File: src/rtl/fetch_unit.sv
// Instruction fetch front-end: owns the fetch PC, issues word reads to a synchronous
// instruction memory and queues returned instructions in a show-ahead prefetch FIFO.
module fetch_unit #(
    parameter  int PC_WIDTH   = 16,
    parameter  int INST_WIDTH = 32,
    parameter  int IMEM_AW    = 6,
    parameter  int FIFO_DEPTH = 4,
    localparam int PTR_W      = $clog2(FIFO_DEPTH),
    localparam int CNT_W      = PTR_W + 1
) (
    input  logic                  i_clk,
    input  logic                  i_rst_n,
    input  logic                  i_lock,
    output logic                  o_imem_req,
    output logic [IMEM_AW-1:0]    o_imem_addr,
    input  logic [INST_WIDTH-1:0] i_imem_rdata,
    input  logic                  i_redirect_valid,
    input  logic [PC_WIDTH-1:0]   i_redirect_pc,
    output logic                  o_inst_valid,
    input  logic                  i_inst_ready,
    output logic [INST_WIDTH-1:0] o_inst_data,
    output logic [PC_WIDTH-1:0]   o_inst_pc,
    output logic [CNT_W-1:0]      o_fifo_count
);

    logic [PC_WIDTH-1:0]   r_fetchPc;
    logic [PC_WIDTH-1:0]   r_pendingPc;
    logic                  r_pending;
    logic                  r_pendingEpoch;
    logic                  r_epoch;
    logic [PTR_W-1:0]      r_rdPtr;
    logic [PTR_W-1:0]      r_wrPtr;
    logic [CNT_W-1:0]      r_count;
    logic [PC_WIDTH-1:0]   r_memPc   [FIFO_DEPTH];
    logic [INST_WIDTH-1:0] r_memInst [FIFO_DEPTH];
    logic [PC_WIDTH-1:0]   r_headPc;
    logic [INST_WIDTH-1:0] r_headInst;

    logic                  w_redirect;
    logic [CNT_W:0]        w_inFlight;
    logic                  w_req;
    logic                  w_push;
    logic                  w_pop;
    logic [CNT_W-1:0]      w_nextCount;
    logic [PTR_W-1:0]      w_nextRdPtr;
    logic [PC_WIDTH-1:0]   w_nextHeadPc;
    logic [INST_WIDTH-1:0] w_nextHeadInst;
    logic                  w_unusedPcBits;

    assign w_unusedPcBits = &{1'b0, i_redirect_pc[1:0]};

    // Occupancy uses the registered count, so a same-cycle pop does not free a slot early.
    assign w_redirect = i_lock & i_redirect_valid;
    assign w_inFlight = {1'b0, r_count} + {{CNT_W{1'b0}}, r_pending};
    assign w_req      = i_rst_n & i_lock & ~i_redirect_valid
                      & (w_inFlight < (CNT_W + 1)'(FIFO_DEPTH));
    assign w_push     = r_pending & (r_pendingEpoch == r_epoch) & ~w_redirect;
    assign w_pop      = (r_count != '0) & i_inst_ready & ~w_redirect;

    assign w_nextRdPtr = w_pop ? r_rdPtr + PTR_W'(1) : r_rdPtr;

    always_comb begin
        w_nextCount = r_count;
        if (w_redirect) begin
            w_nextCount = '0;
        end else if (w_push && !w_pop) begin
            w_nextCount = r_count + CNT_W'(1);
        end else if (!w_push && w_pop) begin
            w_nextCount = r_count - CNT_W'(1);
        end
    end

    // Head is registered so it holds its last value while the FIFO is empty.
    always_comb begin
        w_nextHeadPc   = r_headPc;
        w_nextHeadInst = r_headInst;
        if (w_nextCount != '0) begin
            if (w_push && (w_nextCount == CNT_W'(1))) begin
                w_nextHeadPc   = r_pendingPc;
                w_nextHeadInst = i_imem_rdata;
            end else begin
                w_nextHeadPc   = r_memPc[w_nextRdPtr];
                w_nextHeadInst = r_memInst[w_nextRdPtr];
            end
        end
    end

    always_ff @(posedge i_clk or negedge i_rst_n) begin
        if (!i_rst_n) begin
            r_fetchPc      <= '0;
            r_pendingPc    <= '0;
            r_pending      <= 1'b0;
            r_pendingEpoch <= 1'b0;
            r_epoch        <= 1'b0;
            r_rdPtr        <= '0;
            r_wrPtr        <= '0;
            r_count        <= '0;
            r_headPc       <= '0;
            r_headInst     <= '0;
        end else begin
            r_count    <= w_nextCount;
            r_headPc   <= w_nextHeadPc;
            r_headInst <= w_nextHeadInst;
            r_pending  <= w_req;
            if (w_req) begin
                r_pendingPc    <= r_fetchPc;
                r_pendingEpoch <= r_epoch;
            end
            if (w_redirect) begin
                r_rdPtr   <= '0;
                r_wrPtr   <= '0;
                r_epoch   <= ~r_epoch;
                r_fetchPc <= {i_redirect_pc[PC_WIDTH-1:2], 2'b00};
            end else begin
                if (w_push) begin
                    r_wrPtr <= r_wrPtr + PTR_W'(1);
                end
                if (w_pop) begin
                    r_rdPtr <= r_rdPtr + PTR_W'(1);
                end
                if (w_req) begin
                    r_fetchPc <= r_fetchPc + PC_WIDTH'(4);
                end
            end
        end
    end

    always_ff @(posedge i_clk) begin
        if (w_push) begin
            r_memPc[r_wrPtr]   <= r_pendingPc;
            r_memInst[r_wrPtr] <= i_imem_rdata;
        end
    end

    assign o_imem_req   = w_req;
    assign o_imem_addr  = r_fetchPc[IMEM_AW+1:2];
    assign o_inst_valid = (r_count != '0);
    assign o_inst_data  = r_headInst;
    assign o_inst_pc    = r_headPc;
    assign o_fifo_count = r_count;

endmodule

File: config.mk
export PLATFORM = sky130hd
export DESIGN_NAME = fetch_unit
export DESIGN_NICKNAME = d
export VERILOG_FILES = /design/src/rtl/fetch_unit.sv
export SDC_FILE = /design/constraint.sdc
export NUM_CORES = 1
export LEC_CHECK = 0
export ABC_AREA = 1
export CAP_MARGIN = 40
export CORE_UTILIZATION = 40
export DETAILED_ROUTE_END_ITERATION = 6
export GPL_TIMING_DRIVEN = 0
export PLACE_DENSITY = 0.58
export SLEW_MARGIN = 20
export SYNTH_ARGS = -nofsm -noshare
export SYNTH_HDL_FRONTEND = slang
export SYNTH_SLANG_ARGS = --single-unit
File: constraint.sdc
create_clock -name i_clk -period 9.1 [get_ports i_clk]
set_input_delay 0.91 -clock i_clk [delete_from_list [all_inputs] [get_ports i_clk]]
set_output_delay 0.91 -clock i_clk [all_outputs]
set_load 0.03 [all_outputs]
* Yosys cells after proc, flatten, opt, wreduce, memory -nomap -nowiden
Memory sizes are Yosys's and may differ from the RTL's. Index checks and enable logic that the tools add are counted.
Storage, ports and cells: word-level logic and storage cells 54, latch bits 0, RAM bits 192, memories kept 2, bits in registers 90, memory bits (read-only) 0
Memories:
- r_memInst | words 4, bits a word 32, read ports 1, clocked after Yosys merged registers in 0, write ports 1, RTL line 35 | logic [INST_WIDTH-1:0] r_memInst [FIFO_DEPTH];
- r_memPc | words 4, bits a word 16, read ports 1, clocked after Yosys merged registers in 0, write ports 1, RTL line 34 | logic [PC_WIDTH-1:0] r_memPc [FIFO_DEPTH];
Cells by class: reduce and logical (&&, ||, !) cells 9, div/mod/pow operators 0, $mul 0, add/subtract/negate cells 6, magnitude comparators 1, equality and inequality tests 2, muxes and demuxes 13, bitwise gates (word level) 11, shifts and indexed selects 0
Operators by type and width (count):
- $mux 16 | 3
- $mux 32 | 1
- $add 16x3->16 const B | 1
- $mux 3 | 3
- $and 1x1->1 | 8
- $mux 2 | 4
- $reduce_bool 3->1 | 2
- $add 2x1->2 const B | 2
- $add 3x1->4 | 1
- $lt 4x3->1 const B | 1
- $reduce_bool 2->1 | 2
- $add 3x1->3 const B | 1
- $eq 3x1->1 const B | 1
- $logic_and 1x1->1 | 3
- $not 1->1 | 3
- $sub 3x1->3 const B | 1
- $logic_not 1->1 | 2
- $mux 1 | 2
- $eq 1x1->1 | 1

* Depth between registers and ports, before layout
word-level depth 11, mapped depth 17, gate-level depth less buffers 16

* Least setup slack after synthesis
Ideal clock, no wire load.
path type input -> register, start input port i_redirect_valid, end memory r_memInst[0][0] (enable), arrival 3.406 ns, library setup time 0.450 ns, slack 5.244 ns, cell stages on the path 5, path buffers 0, cells stage by stage nand2_2 -> inv_2 -> nor2_1 -> inv_1 -> nor2_1
On the way: longest elaborated chain between the ends 5
RTL lines:
- start: declaration | RTL line 17 | input logic i_redirect_valid,
- $and 1x1->1 | RTL line 53 | assign w_redirect = i_lock & i_redirect_valid;
- $not 1->1 | RTL line 57 | assign w_push = r_pending & (r_pendingEpoch == r_epoch) & ~w_redirect;
- $and 1x1->1 | RTL line 57
- $mux 1 | RTL line 129 | if (w_push) begin
- $mux 1 (implied by the code) | RTL line 131 | r_memInst[r_wrPtr] <= i_imem_rdata;
- end: declaration | RTL line 35
Every way passes these cells.

* Worst setup path after layout
start input port i_rst_n, end output port o_imem_req
On the way: longest elaborated chain between the ends 3
RTL lines:
- start: declaration | RTL line 12 | input logic i_rst_n,
- $and 1x1->1 (2 in a row) | RTL line 55 | assign w_req = i_rst_n & i_lock & ~i_redirect_valid
- $and 1x1->1 | RTL line 56 | & (w_inFlight < (CNT_W + 1)'(FIFO_DEPTH));
- end: declaration | RTL line 14 | output logic o_imem_req,
Every way passes these cells.

==> key figures <==
Global route
  • Grt total ovfl: 0
  • GR Util met2: 0.3285
  • All-Layer GR Usage: 0.1888
  • Initial antenna violation count: 0
  • Largest net degree at the start of global routing: 57
  • Most Crowded Layer GR: met2
  • GR Util met1: 0.2518
  • First-pass GRT wire length: 44260 um
  • Vias in the first global route: 7963
  • Met3 Usage GRT: 0.02472

Floorplanning
  • Starting Density: 0.4095
  • Die height: 174.1 um
  • Die W: 174.1 um
  • I/O pin count: 112
  • Cell Rows: 62
  • Die area: 30310 um^2
  • Core area: 28940 um^2

Layout
  • Layout cells sized above 1: 0.1459
  • Fill cells: 2561
  • Nets: 1278
  • Area Overhead vs Synth: 24.86%
  • Final core utilization: 0.5112
  • ANT cells: 0
  • Non-filler cells in the finished layout: 1625

Pwr
  • Pleak: 6.156 nW
  • Internal power: 0.003117 W
  • Pwr dens: 337.7 nW/um^2
  • Net Sw Power: 0.001879 W
  • Switching portion of total power: 0.3760
  • Flop pwr share: 0.339
  • Combinational share of power: 0.400
  • Clock Power Share: 0.262
  • Total Power: 0.004996 W
  • Worst IR Drop VDD: 157.6 uV

Worst setup path
  • Critical Path AT: 3.41 ns
  • WS Path Type: input port to output pin
  • Startpoint class of the critical path: input port
  • CP Data Required Time: 8.19 ns
  • Worst-path maximum fanout: 56
  • Crit end category: output pin

Clock tree
  • Total CTS buffers: 30
  • Hold buffers post-CTS: 0
  • Clock Tree Buf Depth: 3
  • # resized after CTS: 0
  • Setup repair bufs after CTS: 0
  • Clock Sinks: 268
  • Clock slew at reported path FFs: 0.06 ns
  • CTS tree: yes
  • H-tree levels: 1
  • Root Buffer: clkbuf_16
  • Worst-skew pair later-pin latency: 0.55 ns

Logic synthesis
  • Ys Warns: 0
  • Syn_area_per_cell: 11.10 um^2
  • Yosys reg bits: 268
  • Synth area leader: edfxtp_1
  • Sequential element share of the synthesized area: 0.6438
  • Netlist cell types: 42
  • Top cells by area, synth: edfxtp_1, dfrtp_1, nand2_1, nand3_1, o211ai_1
  • Ys async rst share: 0.3134
  • Top-area cell type share of the netlist area: 0.4664
  • Top-count cell post-synth: nand2_1
  • Post-synth EDFFs: 184
  • Ys flop type: edfxtp_1
  • Syn Inst Count: 1067
  • Cell Area, Synth: 11850 um^2
  • Synth cell count leaders: nand2_1, edfxtp_1, nand3_1

Routing
  • DRT Pass-1 Iters: 7
  • Detail Route Antenna Nets: 0
  • Final WL: 27830 um
  • 1st-iter DRT viols: 607
  • DR WL/cell: 17.12 um
  • Drc violations: 0
  • Routed vias: 7959
  • Vias/cell: 4.898

STA
  • Minimum clock period: 4.320 ns
  • Unrepaired setup endpoints after global routing: false
  • Worst Slack Setup Final: 4.780 ns
  • Fin. Hold Viols: 0
  • Clock Skews: 0.01334 ns
  • Final Max Tran Viols: 0
  • Final setup violation count: 0
  • Period utilization: 0.4748
  • Slew headroom: 0.5728
  • Slew at the pin closest to its max-slew limit: 0.6392 ns
  • Setup_tns: 0 ns
  • Fmax: 231.5 MHz

Placed design
  • Dpl hpwl: 18380 um
  • IO buf count: 107
  • DP Worst Slack: 4.724 ns
  • GPL Wtd Cong: 0.7510
  • Total placed cells including tap cells: 1569

Flow run
  • Max Cap Viol: 0

Hold path
  • Hold WC Path Type: input port to async pin

Run status
  • Status: complete, no violations
power groups by stage:
stage	Sequential (W)	Combinational [W]	Clock (W)
finish	0.00169	0.00200	0.00131
global route	0.00172	0.00218	0.00138
CTS	0.00170	0.00202	0.00133
detailed placement	0.00172	0.00201	0
global placement	0.00172	0.00199	0
floorplan	0.00189	0.00112	0
stage by stage:
step	cell area, um^2	hold WS, ns
floorplan	11850	0.4703
finish	14790	0.2497
detailed placement	13690	0.4704
global placement	13400	0.4705
CTS	14790	0.2482
global route	14790	0.2584
cells in the final DEF (no fill, tap or decap), types with 6 or more instances in the layout:
cell type	count
clkbuf_1	12
nand2_1	273
clkdlybuf4s50_1	106
a21oi_1	7
o211ai_1	76
clkbuf_16	32
buf_4	20
edfxtp_1	184
nand3_2	33
dfrtp_1	84
inv_1	116
o21ai_0	20
inv_2	6
buf_16	8
clkbuf_8	6
ha_1	8
nand3_1	127
buf_6	8
xor2_1	9
buf_2	24
nor2_1	21
sequential cells by signal, indices dropped and copies added (netlist names), 2 cells and up:
name,flops
o_fifo_count,3
o_inst_data,32
o_inst_pc,14
r_fetchPc,14
r_memInst,128
r_memPc,56
r_pendingPc,14
r_rdPtr,2
r_wrPtr,2
critical path, stage by stage:
cell and delay, ns:
buf_6 0.26, buf_16 0.32, nand2_1 0.09, inv_1 0.06, nand3_1 0.29, inv_1 0.17, clkbuf_1 0.48, clkdlybuf4s50_1 0.79
final timing paths:
kind,startpoint,end,slack (ns),cells past startpoint
min in group i_clk,o_inst_data[31],o_inst_data[31],0.48,2
max reg2reg,o_fifo_count[0],o_inst_data[22],6.60,13
min,i_rst_n,o_inst_data[2],0.25,1
min reg2reg,o_inst_data[31],o_inst_data[31],0.48,2
max,i_rst_n,o_imem_req,4.78,8
max in group asynchronous,i_rst_n,o_inst_data[25],8.26,2
layer usage:
layer,wire length [um],vias to the layer above,share of wire
li1,-,3927,-
met1,12570,3802,0.45
met2,13730,192,0.49
met3,1160,38,0.042
met4,371,0,0.013
met5,0,-,0
logic make-up after synthesis:
kind of cell	count (synthesis)	synth area share
xor+xnor	12	0.01046
compound gates	109	0.06368
flops	268	0.6438
fa+ha+maj	8	0.008449
other cells	1	0.0003165
buf+inv	190	0.07910
simple gates	479	0.1942
area by class of cell:
type                            instances  area [um^2]  share of cell area
Multi-Input combinational cell        610         3317              0.2242
Clock buffer                           43        902.1             0.06098
Clock inverter                         13        196.4             0.01328
Timing Repair Buffer                  117         1333             0.09008
Buffer                                 66        466.7             0.03155
Inverter                              124        470.5             0.03180
Tap cell                              384        480.5             0.03248
Sequential cell                       268         7627              0.5156
No activity file was read; power rests on OpenSTA's default activity.
